`src/rtl/gpio_pad_ctrl.sv`:
```
// Single-pin GPIO controller: registered pad drive (push-pull / open-drain), synchronized and filtered input, edge irq.
// Define GPIO_PAD_CTRL_DEBOUNCE_EN to build in the debounce counter; otherwise the input is only synchronized.
module gpio_pad_ctrl #(
    parameter int   DEBOUNCE_CYCLES = 16,
    parameter logic IN_RESET_VAL    = 1'b0
) (
    input  logic clock,
    input  logic reset_n,
    input  logic o_val,
    input  logic o_oe,
    input  logic od_mode,
    output logic pad_datain,
    output logic pad_oe,
    input  logic pad_dataout,
    output logic in_val,
    output logic rise,
    output logic fall,
    input  logic irq_rise_en,
    input  logic irq_fall_en,
    input  logic irq_clr,
    output logic irq
);

    logic sync1;
    logic sync2;
    logic in_val_q;
    logic irq_set;

    // Open-drain only ever pulls low: a low request enables the driver, a high request releases the pin.
    always_ff @(posedge clock or negedge reset_n) begin
        if (!reset_n) begin
            pad_datain <= 1'b0;
            pad_oe     <= 1'b0;
        end else if (od_mode) begin
            pad_datain <= 1'b0;
            pad_oe     <= ~o_val;
        end else begin
            pad_datain <= o_val;
            pad_oe     <= o_oe;
        end
    end

    always_ff @(posedge clock or negedge reset_n) begin
        if (!reset_n) begin
            sync1 <= IN_RESET_VAL;
            sync2 <= IN_RESET_VAL;
        end else begin
            sync1 <= pad_dataout;
            sync2 <= sync1;
        end
    end

`ifdef GPIO_PAD_CTRL_DEBOUNCE_EN
    localparam logic [7:0] CNT_LAST = 8'(DEBOUNCE_CYCLES - 1);

    logic [7:0] cnt;

    // Any cycle where the synchronized level agrees with in_val restarts the stability count.
    always_ff @(posedge clock or negedge reset_n) begin
        if (!reset_n) begin
            cnt    <= 8'd0;
            in_val <= IN_RESET_VAL;
        end else if (sync2 == in_val) begin
            cnt <= 8'd0;
        end else if (cnt == CNT_LAST) begin
            cnt    <= 8'd0;
            in_val <= sync2;
        end else begin
            cnt <= cnt + 8'd1;
        end
    end
`else
    logic unused_debounce_cfg;
    assign unused_debounce_cfg = ^8'(DEBOUNCE_CYCLES);

    always_ff @(posedge clock or negedge reset_n) begin
        if (!reset_n) begin
            in_val <= IN_RESET_VAL;
        end else begin
            in_val <= sync2;
        end
    end
`endif

    always_ff @(posedge clock or negedge reset_n) begin
        if (!reset_n) begin
            in_val_q <= IN_RESET_VAL;
        end else begin
            in_val_q <= in_val;
        end
    end

    assign rise    = in_val & ~in_val_q;
    assign fall    = ~in_val & in_val_q;
    assign irq_set = (rise & irq_rise_en) | (fall & irq_fall_en);

    // A new edge outranks a clear arriving in the same cycle so no event is lost.
    always_ff @(posedge clock or negedge reset_n) begin
        if (!reset_n) begin
            irq <= 1'b0;
        end else if (irq_set) begin
            irq <= 1'b1;
        end else if (irq_clr) begin
            irq <= 1'b0;
        end
    end

endmodule

```
`config.mk`:
```
export PLATFORM = sky130hd
export DESIGN_NAME = gpio_pad_ctrl
export DESIGN_NICKNAME = d
export VERILOG_FILES = /design/src/rtl/gpio_pad_ctrl.sv
export SDC_FILE = /design/constraint.sdc
export NUM_CORES = 1
export LEC_CHECK = 0
export CORE_AREA = 2 2 39 41
export CTS_BUF_LIST = sky130_fd_sc_hd__clkbuf_16
export CTS_CLUSTER_SIZE = 14
export DETAILED_ROUTE_END_ITERATION = 6
export DIE_AREA = 0 0 41 43
export PLACE_DENSITY = 0.42
export SYNTH_ARGS = -nofsm -noshare
export SYNTH_HDL_FRONTEND = slang
export SYNTH_SLANG_ARGS = --single-unit
```
`constraint.sdc`:
```
create_clock -name clock -period 0.9 [get_ports clock]
set_clock_uncertainty 0.05 [all_clocks]
set_input_delay 0.18 -clock clock [delete_from_list [all_inputs] [get_ports clock]]
set_output_delay 0.18 -clock clock [all_outputs]
set_load 0.05 [all_outputs]
```
**Yosys cells after proc, flatten, opt, wreduce, memory -nomap -nowiden**

Index checks and enable logic that the tools add are counted.

- Flip-flop bits (word level): 7
- Output and inout bits: 6

- Mux-type cells: 4
- Bitwise logic cells: 8
- Reductions and logical operators: 1

Operators by type and width:

| operator | number |
|---|---|
| bitwise AND 1 bit | 4 |
| two-way mux 1 bit | 4 |
| NOT 1 bit | 3 |
| nonzero test 2 bit | 1 |
| bitwise OR 1 bit | 1 |

**Longest topological paths before layout**

Gate-level depths: netlist of run 1.

- Word-level depth: 5
- Depth in mapped cells: 2
- Mapped depth without buffers: 2

**Least setup slack after synthesis of run 1**

No wires, ideal clock.

- Path type: register -> register
- Start: register in_val
- End: register irq
- Library setup time: 67 ps
- Data arrival time: 1442 ps
- Required time: 783 ps
- Slack: -659 ps
- Cell stages (with the launch flop): 3
- Buffers on the path: 0
- Period minus slack after synthesis: 1559 ps
- Cell sequence: dfrtp_1 nor2b_2 a221o_1

- Elaborated cells between the ends (all ways): 8
- Those cells by class: mux: 1; bitwise: 6; reduce/logical: 1

RTL lines:

| item | RTL line | source |
|---|---|---|
| start, declared | 15 | `output logic in_val,` |
| start signal, assigned | 80 | `in_val <= sync2;` |
| bitwise AND 1 bit (*) | 93 | `assign rise = in_val & ~in_val_q;` |
| net rise | 16 | `output logic rise,` |
| bitwise AND 1 bit (*) | 95 | `assign irq_set = (rise & irq_rise_en) \| (fall & irq_fall_en);` |
| bitwise OR 1 bit (*) | 95 |  |
| two-way mux 1 bit or nonzero test 2 bit (tied branches) | n/a |  |
| end signal, assigned | 100 | `irq <= 1'b0;` |
| end signal, assigned | 102 | `irq <= 1'b1;` |
| end signal, assigned | 104 | `irq <= 1'b0;` |
| end, declared | 21 | `output logic irq` |

Mark *: on every way through the listed nets, which the timed path passes. The rest lies on a longest branch.
A chain may end at the register's enable or synchronous reset.

**Final worst setup path of run 1**

- Start: register in_val
- End: output fall

- Word-level cells in the longest chain between the ends: 2

Ends and longest elaborated chain:

| item | RTL line | source |
|---|---|---|
| NOT 1 bit | 94 | `assign fall = ~in_val & in_val_q;` |
| bitwise AND 1 bit | 94 |  |
| end, declared | 17 | `output logic fall,` |

No other way between the ends.

==> flow_summary.toml, run 1 <==
[outcome]
violations = "negative setup slack"
status = "complete, but fails checks"

[power_and_ir_drop]
p_total_mw = 1.32
leakage_nw = 0.258
vdd_drop_max_uv = 956
power_density_nw_per_um2 = 2340

[yosys]
synth_edf_count = 0
postSynthNetCount = 23
netlist_instances = 14
avgSynthCellArea_um2 = 16.3
ys_ff_latch = 7
synth_top_area_share = 0.769
yosysUniqueCellTypes = 7
synthesis.area_um2 = 228
synth_xor_xnor_area_share = 0
yosysWarnings = 0
synth-seq-area-share = 0.769
synth_area_leader_cell = "dfrtp_1"
synth_ff_type = "dfrtp_1"
synth-async-reset-ratio = 1.00
ys_top_cells_by_area = "dfrtp_1, nor2b_1, a221o_1, mux2i_1, nor2b_2"
synthTopCellsByCount = "dfrtp_1, nor2b_1"
muxShareOfSynthArea = 0.0440
synth_compound_area_frac = 0.0440
yosysMostFrequentCell = "dfrtp_1"
synth_top_family_by_area = "simple AND/OR/NAND/NOR gates"
synthSimpleGateAreaFrac = 0.126
synth_fa_ha_area_frac = 0

[route]
ant_nets = 0
first_iter_violations = 5
postRouteWirelength_um = 567
drt-wirelength-per-cell_um = 11.1
drc = 0
first_pass_iters = 2
via_count = 198
routed_via_density = 3.88

[timing]
rsz0062_at_grt = "yes"
worst_pin_slew_ns = 0.339
fin_crit_ns = 1.26
fin_tns_setup_ns = -1.53
period_share = 1.40
slew_headroom = 0.774
maxSlewViolCount = 0
setup_viol = 7
max_freq_mhz = 794
finalHoldViolCount = 0
post-route-worst-setup-slack_ns = -0.360

[grt]
grt_max_degree = 8
antenna_found_initial = 0
met2_usage = 0.138
grt_pass1_wl_um = 1010
grt_pass1_vias = 235
grt_use_met3 = 0.0733
grt.met1_usage = 0.0861
busiest_layer = "met2"
overflow = 0
grt_use_total = 0.0973

[setup_path]
worst-setup-path-type = "register to output port"
critical_path.endpoint_type = "output port"
start_kind = "register"
critPathArrivalTime_ns = 1.03
rr_worst_depth = 2
required_ns = 0.67
worst-path-max-fanout = 3

[cells_and_area]
drive_above_1_share = 0.429
register_area_um2 = 176
multi_input_area_um2 = 56.3
antennaDiodeCount = 0
syn_to_final_growth_pct = 148
fillers = 135
layout.nets = 45

[die]
dieArea_um2 = 1760
rows = 14
dieHeight_um = 43
ios = 15
start_util = 0.165
chipWidth_um = 41
core_area_um2 = 1380

[cts]
clk_pin_slew_ns = 0.04
htreeDepth = 1
clk_latency_ns = 0.23
cts_buffer_depth = 2
cts.sinks = 7
tritoncts = "done"
cts_buffers = 3
clockRootBuffer = "clkbuf_16"

[place]
gp_congestion = 0.538
portBuffers = 14
dp_hpwl_um = 404

[hold_path]
hp-class = "primary input to async pin"

[flow_run]
drv_cap = 0
-- cells by family (layout without fill, tap and decap cells) --
family	after synthesis	after routing
flops	7	7
buf+inv	1	22
simple gates	4	4
compound gates	1	1
mux	1	1
-- worst max-delay path, stage by stage (launching register included) --
cell and delay [ns]:
dfrtp_2 0.40, and2b_4 0.27, buf_12 0.13
-- layer usage --
metal | vias up | share of wire
li1 | 89 | -
met1 | 89 | 0.31
met2 | 18 | 0.50
met3 | 2 | 0.16
met4 | 0 | 0.028
met5 | - | 0
-- cell usage in the layout (no fill, tap or decap) --
master / synthesis / layout
nor2b_4: 0 / 1
clkbuf_16: 0 / 3
a221o_1: 1 / 1
buf_12: 0 / 6
mux2i_1: 1 / 1
dfrtp_2: 0 / 1
dfrtp_1: 7 / 6
buf_6: 0 / 2
inv_1: 1 / 2
and2b_4: 0 / 1
buf_4: 0 / 1
nor2b_1: 2 / 2
clkdlybuf4s50_1: 0 / 8
-- sequential cells by signal (all words and copies together) (netlist names) --
name	count
sync1	1
sync2	1
irq	1
pad_oe	1
pad_datain	1
in_val	1
in_val_q	1
-- power breakdown --
group	internal, mW	switching (mW)
Sequential	0.337	0.0126
Combinational	0.130	0.100
Clock	0.577	0.164
-- repair_timing --
item / CTS / global route
resized for setup: 2 / 1
pin swaps: 1 / 0
endpoints found under the hold margin: 0 / 0
hold buffers: 0 / 0
setup endpoints to repair: 7 / 7
setup buffers: 1 / 1
-- final cells by class --
class | count | area share
clock inverters | 1 | 0.00664
multi-input cells | 6 | 0.0996
flip-flops and latches | 7 | 0.312
well taps | 16 | 0.0354
repair buffers | 17 | 0.407
inverters | 1 | 0.00664
clock buffers | 3 | 0.133
-- path summary, 6_finish.rpt --
path,start,to,slack [ns]
worst max-delay path,in_val,fall,-0.36
max in group asynchronous,reset_n,in_val,0.36
worst max register to register,in_val_q,irq,-0.19
min in group clock,sync2,in_val,0.29
worst min register to register,sync2,in_val,0.29
worst min-delay path,reset_n,irq,0.17
-- through the flow --
step / std cells / area (um2) / setup slack [ns] / util / hold WS [ns]
floorplan: 14 / 236 / -0.369 / - / -0.166
global placement: 46 / 472 / -0.209 / 0.341 / 0.282
detailed placement: 46 / 472 / -0.237 / 0.341 / 0.286
CTS: 51 / 566 / -0.367 / 0.409 / 0.185
global route: 51 / 566 / -0.380 / 0.409 / 0.202
finish: 51 / 566 / -0.360 / 0.409 / 0.171
Power figures use the tool's default switching activity.
==> inputs of run 2 (changes only) <==
- RECOVER_POWER: default -> 50
==> run 2 against run 1 <==
  * The flow still finishes with violations (negative setup slack)
  * Total power shrank 0.13%
  * Worst hold slack improved by 0.071 ns
  * Wire length unchanged
  * Clock power barely moved
==> flow_summary.toml, run 2 (synthesized netlist as in run 1, its figures left out) <==
[cells_and_area]
fillers = 135
syn_to_final_growth_pct = 148
drive_above_1_share = 0.429
layout.nets = 45
postLayoutCoreUtil = 0.409
register_area_um2 = 176
layoutNonFillerInstCount = 51
antennaDiodeCount = 0
multi_input_area_um2 = 56.3
most-common-layout-cells = "dfrtp_1, clkdlybuf4s50_1, buf_12"

[cts]
cts.sinks = 7
tritoncts = "done"
clk_latency_ns = 0.23
cts_buffer_depth = 2
cts_buffers = 3
clk_pin_slew_ns = 0.04
clockRootBuffer = "clkbuf_16"
htreeDepth = 1

[route]
drc = 0
first_pass_iters = 2
postRouteWirelength_um = 567
ant_nets = 0
via_count = 198
drt-wirelength-per-cell_um = 11.1
first_iter_violations = 5
routed_via_density = 3.88

[setup_path]
start_kind = "register"
cp-startpoint = "in_val"
worst-path-max-fanout = 3
critPathArrivalTime_ns = 1.03
r2r-start = "in_val_q"
critical_path.endpoint_type = "output port"
worst-setup-path-type = "register to output port"
required_ns = 0.67

[place]
portBuffers = 14
gp_congestion = 0.538
dp_slack_ns = -0.237
numPlacedInstances = 46
dp_hpwl_um = 404

[die]
dieHeight_um = 43
dieArea_um2 = 1760
chipWidth_um = 41
ios = 15
start_util = 0.165
core_area_um2 = 1380
rows = 14

[timing]
rsz0062_at_grt = "yes"
maxSlewViolCount = 0
slew_headroom = 0.769
fin_crit_ns = 1.26
finalHoldViolCount = 0
setup_viol = 7
post-route-worst-setup-slack_ns = -0.360
fin_tns_setup_ns = -1.53
max_freq_mhz = 794
period_share = 1.40
worst_pin_slew_ns = 0.346

[grt]
grt_pass1_vias = 235
overflow = 0
antenna_found_initial = 0
grt_pass1_wl_um = 1010
grt_max_degree = 8
grt_use_total = 0.0973

[hold_path]
hp-class = "primary input to async pin"

[power_and_ir_drop]
vdd_drop_max_uv = 956
p_total_mw = 1.32
power_density_nw_per_um2 = 2330
leakage_nw = 0.258

[flow_run]
drv_cap = 0

[outcome]
status = "complete, but fails checks"
violations = "negative setup slack"
[run 2: changes by cell type in the layout (fill, tap and decap cells not counted)]
cell,previous run,this run
clkdlybuf4s50_1,8,6
dlygate4sd3_1,0,2
[run 2: routing by layer]
metal,vias to the layer above,global-route usage,wire (um)
met5,-,0,0
met3,2,0.0733,86
li1,89,-,-
met4,0,0.0800,16
met1,89,0.0861,178
met2,18,0.138,286
[run 2: where the power goes]
part / switching (mW) / total [mW] / internal (mW)
combinational: 0.100 / 0.228 / 0.128
sequential: 0.0126 / 0.350 / 0.337
clock: 0.164 / 0.742 / 0.577
total: 0.277 / 1.32 / 1.04
[run 2: stage by stage]
stage	instance area [um2]	hold slack, ns
floorplan	236	-0.166
global placement	472	0.282
detailed placement	472	0.286
CTS	566	0.185
global route	566	0.273
finish	566	0.243
[run 2: worst max-delay path, cell delays in order (launching register included)]
cell	delay, ns
dfrtp_2	0.40
and2b_4	0.27
buf_12	0.13
[run 2: worst paths after layout]
| path | endpoint | slack (ns) | cells after the start |
|---|---|---|---|
| min in group clock | in_val | 0.29 | 0 |
| hold reg to reg | in_val | 0.29 | 0 |
| setup / recovery | fall | -0.36 | 2 |
| hold / removal | irq | 0.24 | 1 |
| max in group asynchronous | in_val | 0.28 | 1 |
| setup reg to reg | irq | -0.19 | 2 |
[run 2: final cells by class]
type,count,area share
clock inverters,1,0.00664
inverters,1,0.00664
clock buffers,3,0.133
well taps,16,0.0354
repair buffers,17,0.407
multi-input cells,6,0.0996
flip-flops and latches,7,0.312
[run 2: timing repair]
| action | in CTS | in global routing |
|---|---|---|
| buffers inserted | 1 | 1 |
| gates resized for setup | 2 | 1 |
| pin swaps | 1 | 0 |
| endpoints found under the hold margin | 0 | 0 |
| hold buffers | 0 | 0 |
| setup endpoints to repair | 7 | 7 |
==> RTL edit 1 (settings of run 2) <==
Change the parameter `IN_RESET_VAL` from 1'b0 to 1'b1.
--- a/src/rtl/gpio_pad_ctrl.sv
+++ b/src/rtl/gpio_pad_ctrl.sv
@@ -3,5 +3,5 @@
 module gpio_pad_ctrl #(
     parameter int   DEBOUNCE_CYCLES = 16,
-    parameter logic IN_RESET_VAL    = 1'b0
+    parameter logic IN_RESET_VAL    = 1'b1
 ) (
     input  logic clock,
Check against the original RTL: not equivalent (Yosys sat finds a counterexample within 4 cycles, from zero or initial values and one cycle with reset_n low).
==> RTL edit 1 against run 2 <==
  * The run still ends with setup timing left
  * Sequential cell count did not move
  * Area after synthesis increased by 2.2%
  * Sequential power rose by 2%
  * Final area is 2.0% higher
  * Synthesized cell count unchanged
  * Total power about the same
  * Routed wire length is 3.0% lower
  * Setup slack worse by 0.074 ns
  * First-iteration DRC count down 80%
  * Clock power shrank 1%
  * Critical path depth stayed put
  * Maximum frequency shrank 5.6%
==> RTL edit 1: results <==
group,metric,value,unit
outcome,outcome,"finished with violations",
outcome,failed_checks,"setup timing",
route,drt-pass1-iter-count,2,
route,wl_met2,266,um
final_layout,fill_cells,134,
global_routing,use_met3,3.66,%
route,met3_length,73,um
pwr,ir_worst_vdd,0.963,mV
placement,io_buffers,14,
critical_path,timing.rr.start,"in_val",
timing,setup_tns,-1.97,ns
global_routing,grt_pass1_wl,938,um
timing,setup_viol,7,
placement,place_area,483,um^2
timing,fin_ws,-0.434,ns
logic_synthesis,synth_xor_xnor_area_share,0,%
logic_synthesis,synth_top_area_share,45.2,%
logic_synthesis,synth_cells,14,
logic_synthesis,synth_nets,23,
route,top_layer,"met3",
pwr,swShare,20.3,%
global_routing,first_global_vias,221,
logic_synthesis,synth_area_leaders,"dfstp_2 45%, dfrtp_1 32%, nor2b_1 5.4%",
logic_synthesis,synthDistinctLibCells,8,
critical_path,critPathTopFamily,"flip-flops",
placement,post-place-cells,47,
global_routing,grtUsageMet2,11.6,%
clock_network,cts_root_buf,"clkbuf_16",
critical_path,cp.arrival,1.10,ns
route,drt_iter0_drc,1,
final_layout,drive_gt1_share,52.8,%
pwr,p_leak,0.000260,uW
logic_synthesis,ys_seq_area_share,77.4,%
route,wl_per_cell,10.6,um
placement,pre_cts_ws,-0.296,ns
critical_path,rrSetupSlack,-0.33,ns
global_routing,grt_usage,8.32,%
timing,worst_pin_slew,0.334,ns
logic_synthesis,synthFlopType,"dfstp_2",
logic_synthesis,muxShareOfSynthArea,4.30,%
critical_path,worst_path_max_delay_cell,"dfstp_2",
pwr,p_seq_share,27.1,%
placement,place_congestion,0.560,
timing,holdWs,0.240,ns
logic_synthesis,synthTopCellsByCount,"4 x dfstp_2, 3 x dfrtp_1, 2 x nor2b_1",
pwr,powerSeq,357,uW
global_routing,grt_antenna_before_repair,0,
critical_path,critPathMaxFanout,4,
critical_path,slowest_delay,0.54,ns
route,wl_met1,211,um
route,avgViaCountPerCell,3.73,
clock_network,path_clk_slew,0.04,ns
route,num_vias,194,
placement,dp_hpwl,418,um
logic_synthesis,synth-compound-area-share,4.30,%
global_routing,use_met1,9.67,%
final_layout,nNetsFinal,46,
RTL edit 1: changes by cell type after synthesis:
| cell | change |
|---|---|
| dfrtp_1 | -4 |
| dfstp_2 | +4 |
RTL edit 1: final cells by class:
cell class	instances	area, um^2	share of cell area, %
multi-input cells	6	56.3	9.76
inverters	1	3.75	0.651
clock inverters	1	3.75	0.651
well taps	16	20.0	3.47
clock buffers	3	75.1	13.0
repair buffers	18	238	41.2
flip-flops and latches	7	180	31.2
RTL edit 1: repair_timing:
item	4_1_cts	5_1_grt
setup buffers	0	1
hold buffers	0	0
pin swaps	1	0
endpoints found under the hold margin	0	0
resized for setup	1	1
endpoints found under the setup margin	7	7
RTL edit 1: worst max path at each step:
stage | slack (ns) | end | startpoint
global route | -0.47 | fall | in_val
finish | -0.43 | fall | in_val
floorplan | -0.54 | irq | in_val
CTS | -0.44 | fall | in_val
global placement | -0.28 | irq | in_val
detailed placement | -0.30 | irq | in_val
==> RTL edit 2 (config.mk and constraints of run 2) <==
Without the edit above. Register the input `irq_fall_en` before use. The logic sees it one clock later. The other inputs are not delayed to match.
--- a/src/rtl/gpio_pad_ctrl.sv
+++ b/src/rtl/gpio_pad_ctrl.sv
@@ -21,4 +21,10 @@
     output logic irq
 );
+
+    logic irq_fall_en_q;
+
+    always_ff @(posedge clock) begin
+        irq_fall_en_q <= irq_fall_en;
+    end
 
     logic sync1;
@@ -93,5 +99,5 @@
     assign rise    = in_val & ~in_val_q;
     assign fall    = ~in_val & in_val_q;
-    assign irq_set = (rise & irq_rise_en) | (fall & irq_fall_en);
+    assign irq_set = (rise & irq_rise_en) | (fall & irq_fall_en_q);
 
     // A new edge outranks a clear arriving in the same cycle so no event is lost.
Formal check against the unedited RTL: not equivalent (Yosys sat finds a counterexample within 10 cycles, from zero or initial values and one cycle with reset_n low).
==> RTL edit 2 against run 2 <==
  * The run still ends with setup timing left
  * Total power is 3.4% higher
  * Sequential cell count is 1 higher
  * Final area is 2.9% higher
  * Routed wire length is 2.3% higher
  * Setup slack better by 0.0054 ns
  * First-iteration DRC count is 100% lower
  * Non-clock buffer count stayed put
  * Area after synthesis is 8.8% higher
  * Highest routed layer is now met3
==> RTL edit 2: results <==
group,metric,value,unit
route,num_vias,198,
final_layout,multi_input_area_share,9.68,%
logic_synthesis,synth_area_leaders,"dfrtp_1 71%, dfxtp_1 8.1%, nor2b_1 5.1%",
final_layout,multi_input_cells,6,
route,drt-pass1-iter-count,1,
timing,fin_ws,-0.355,ns
worst_hold_path,hp-class,"in -> async",
route,wl_met2,282,um
critical_path,critical_path.startpoint,"in_val",
outcome,failed_checks,"setup timing",
placement,place_congestion,0.565,
logic_synthesis,synth_warnings,0,
route,drt_iter0_drc,0,
placement,io_buffers,14,
route,met3_length,72,um
timing,holdWs,0.239,ns
final_layout,nNetsFinal,46,
logic_synthesis,synth-compound-area-share,4.04,%
pwr,clkPwrFrac,54.3,%
logic_synthesis,synth_nets,24,
logic_synthesis,yosys_register_bits,8,
logic_synthesis,synthTopCellsByCount,"7 x dfrtp_1, 2 x nor2b_1",
global_routing,grt_antenna_before_repair,0,
critical_path,critPathMaxFanout,3,
critical_path,rrSetupSlack,-0.27,ns
route,wl_per_cell,11.2,um
clock_network,clock_latency,0.23,ns
final_layout,final-clk-cell-share,13.5,%
final_layout,drive_gt1_share,41.7,%
timing,setup_viol,7,
pwr,swShare,20.3,%
outcome,outcome,"finished with violations",
clock_network,ctsLongestPathBuffers,2,
pwr,powerSeq,398,uW
final_layout,nNonClkInverters,1,
global_routing,first_global_vias,259,
global_routing,grt_usage,9.25,%
timing,relSlewSlack,77.3,%
final_layout,buffer_area_share,38.9,%
final_layout,nonClockBufferCount,17,
pwr,ir_worst_vdd,0.974,mV
logic_synthesis,async_flop_share,87.5,%
clock_network,cts_root_buf,"clkbuf_16",
placement,pre_cts_ws,-0.213,ns
logic_synthesis,synthDistinctLibCells,8,
route,top_layer,"met3",
critical_path,rr_worst_depth,3,
logic_synthesis,ys_seq_area_share,78.8,%
global_routing,grt_pass1_wl,1030,um
route,wl_met1,225,um
pwr,p_leak,0.000266,uW
final_layout,fill_cells,133,
final_layout,seqCellArea,196,um^2
logic_synthesis,muxShareOfSynthArea,4.04,%
final_layout,clockBufferCount,3,
timing,finalHoldViolCount,0,
==> RTL edit 2: metrics by stage <==
stage	area, um^2	util, %	cells	total power (uW)	TNS [ns]
3_5_place_dp	492	35.5	47	624	-0.472
6_report	582	42.0	52	1360	-1.52
2_1_floorplan	256	-	15	482	-0.828
5_1_grt	582	42.0	52	1430	-1.74
4_1_cts	582	42.0	52	1390	-1.57
3_3_place_gp	492	35.5	47	621	-0.416
==> RTL edit 2: what timing repair did <==
item,CTS,global route
setup buffers,1,0
setup endpoints to repair,7,7
resized for setup,1,0
hold endpoints to repair,0,0
==> RTL edit 2: critical path, stage by stage (launching register included) <==
cell,delay [ns]
dfrtp_2,0.40
and2b_4,0.27
buf_12,0.13
==> RTL edit 2: routing by layer <==
metal / GRT usage [%] / up-vias
li1: - / 90
met1: 9.36 / 93
met2: 14.1 / 15
met3: 4.71 / 0
met4: 6.00 / 0
met5: 0 / -
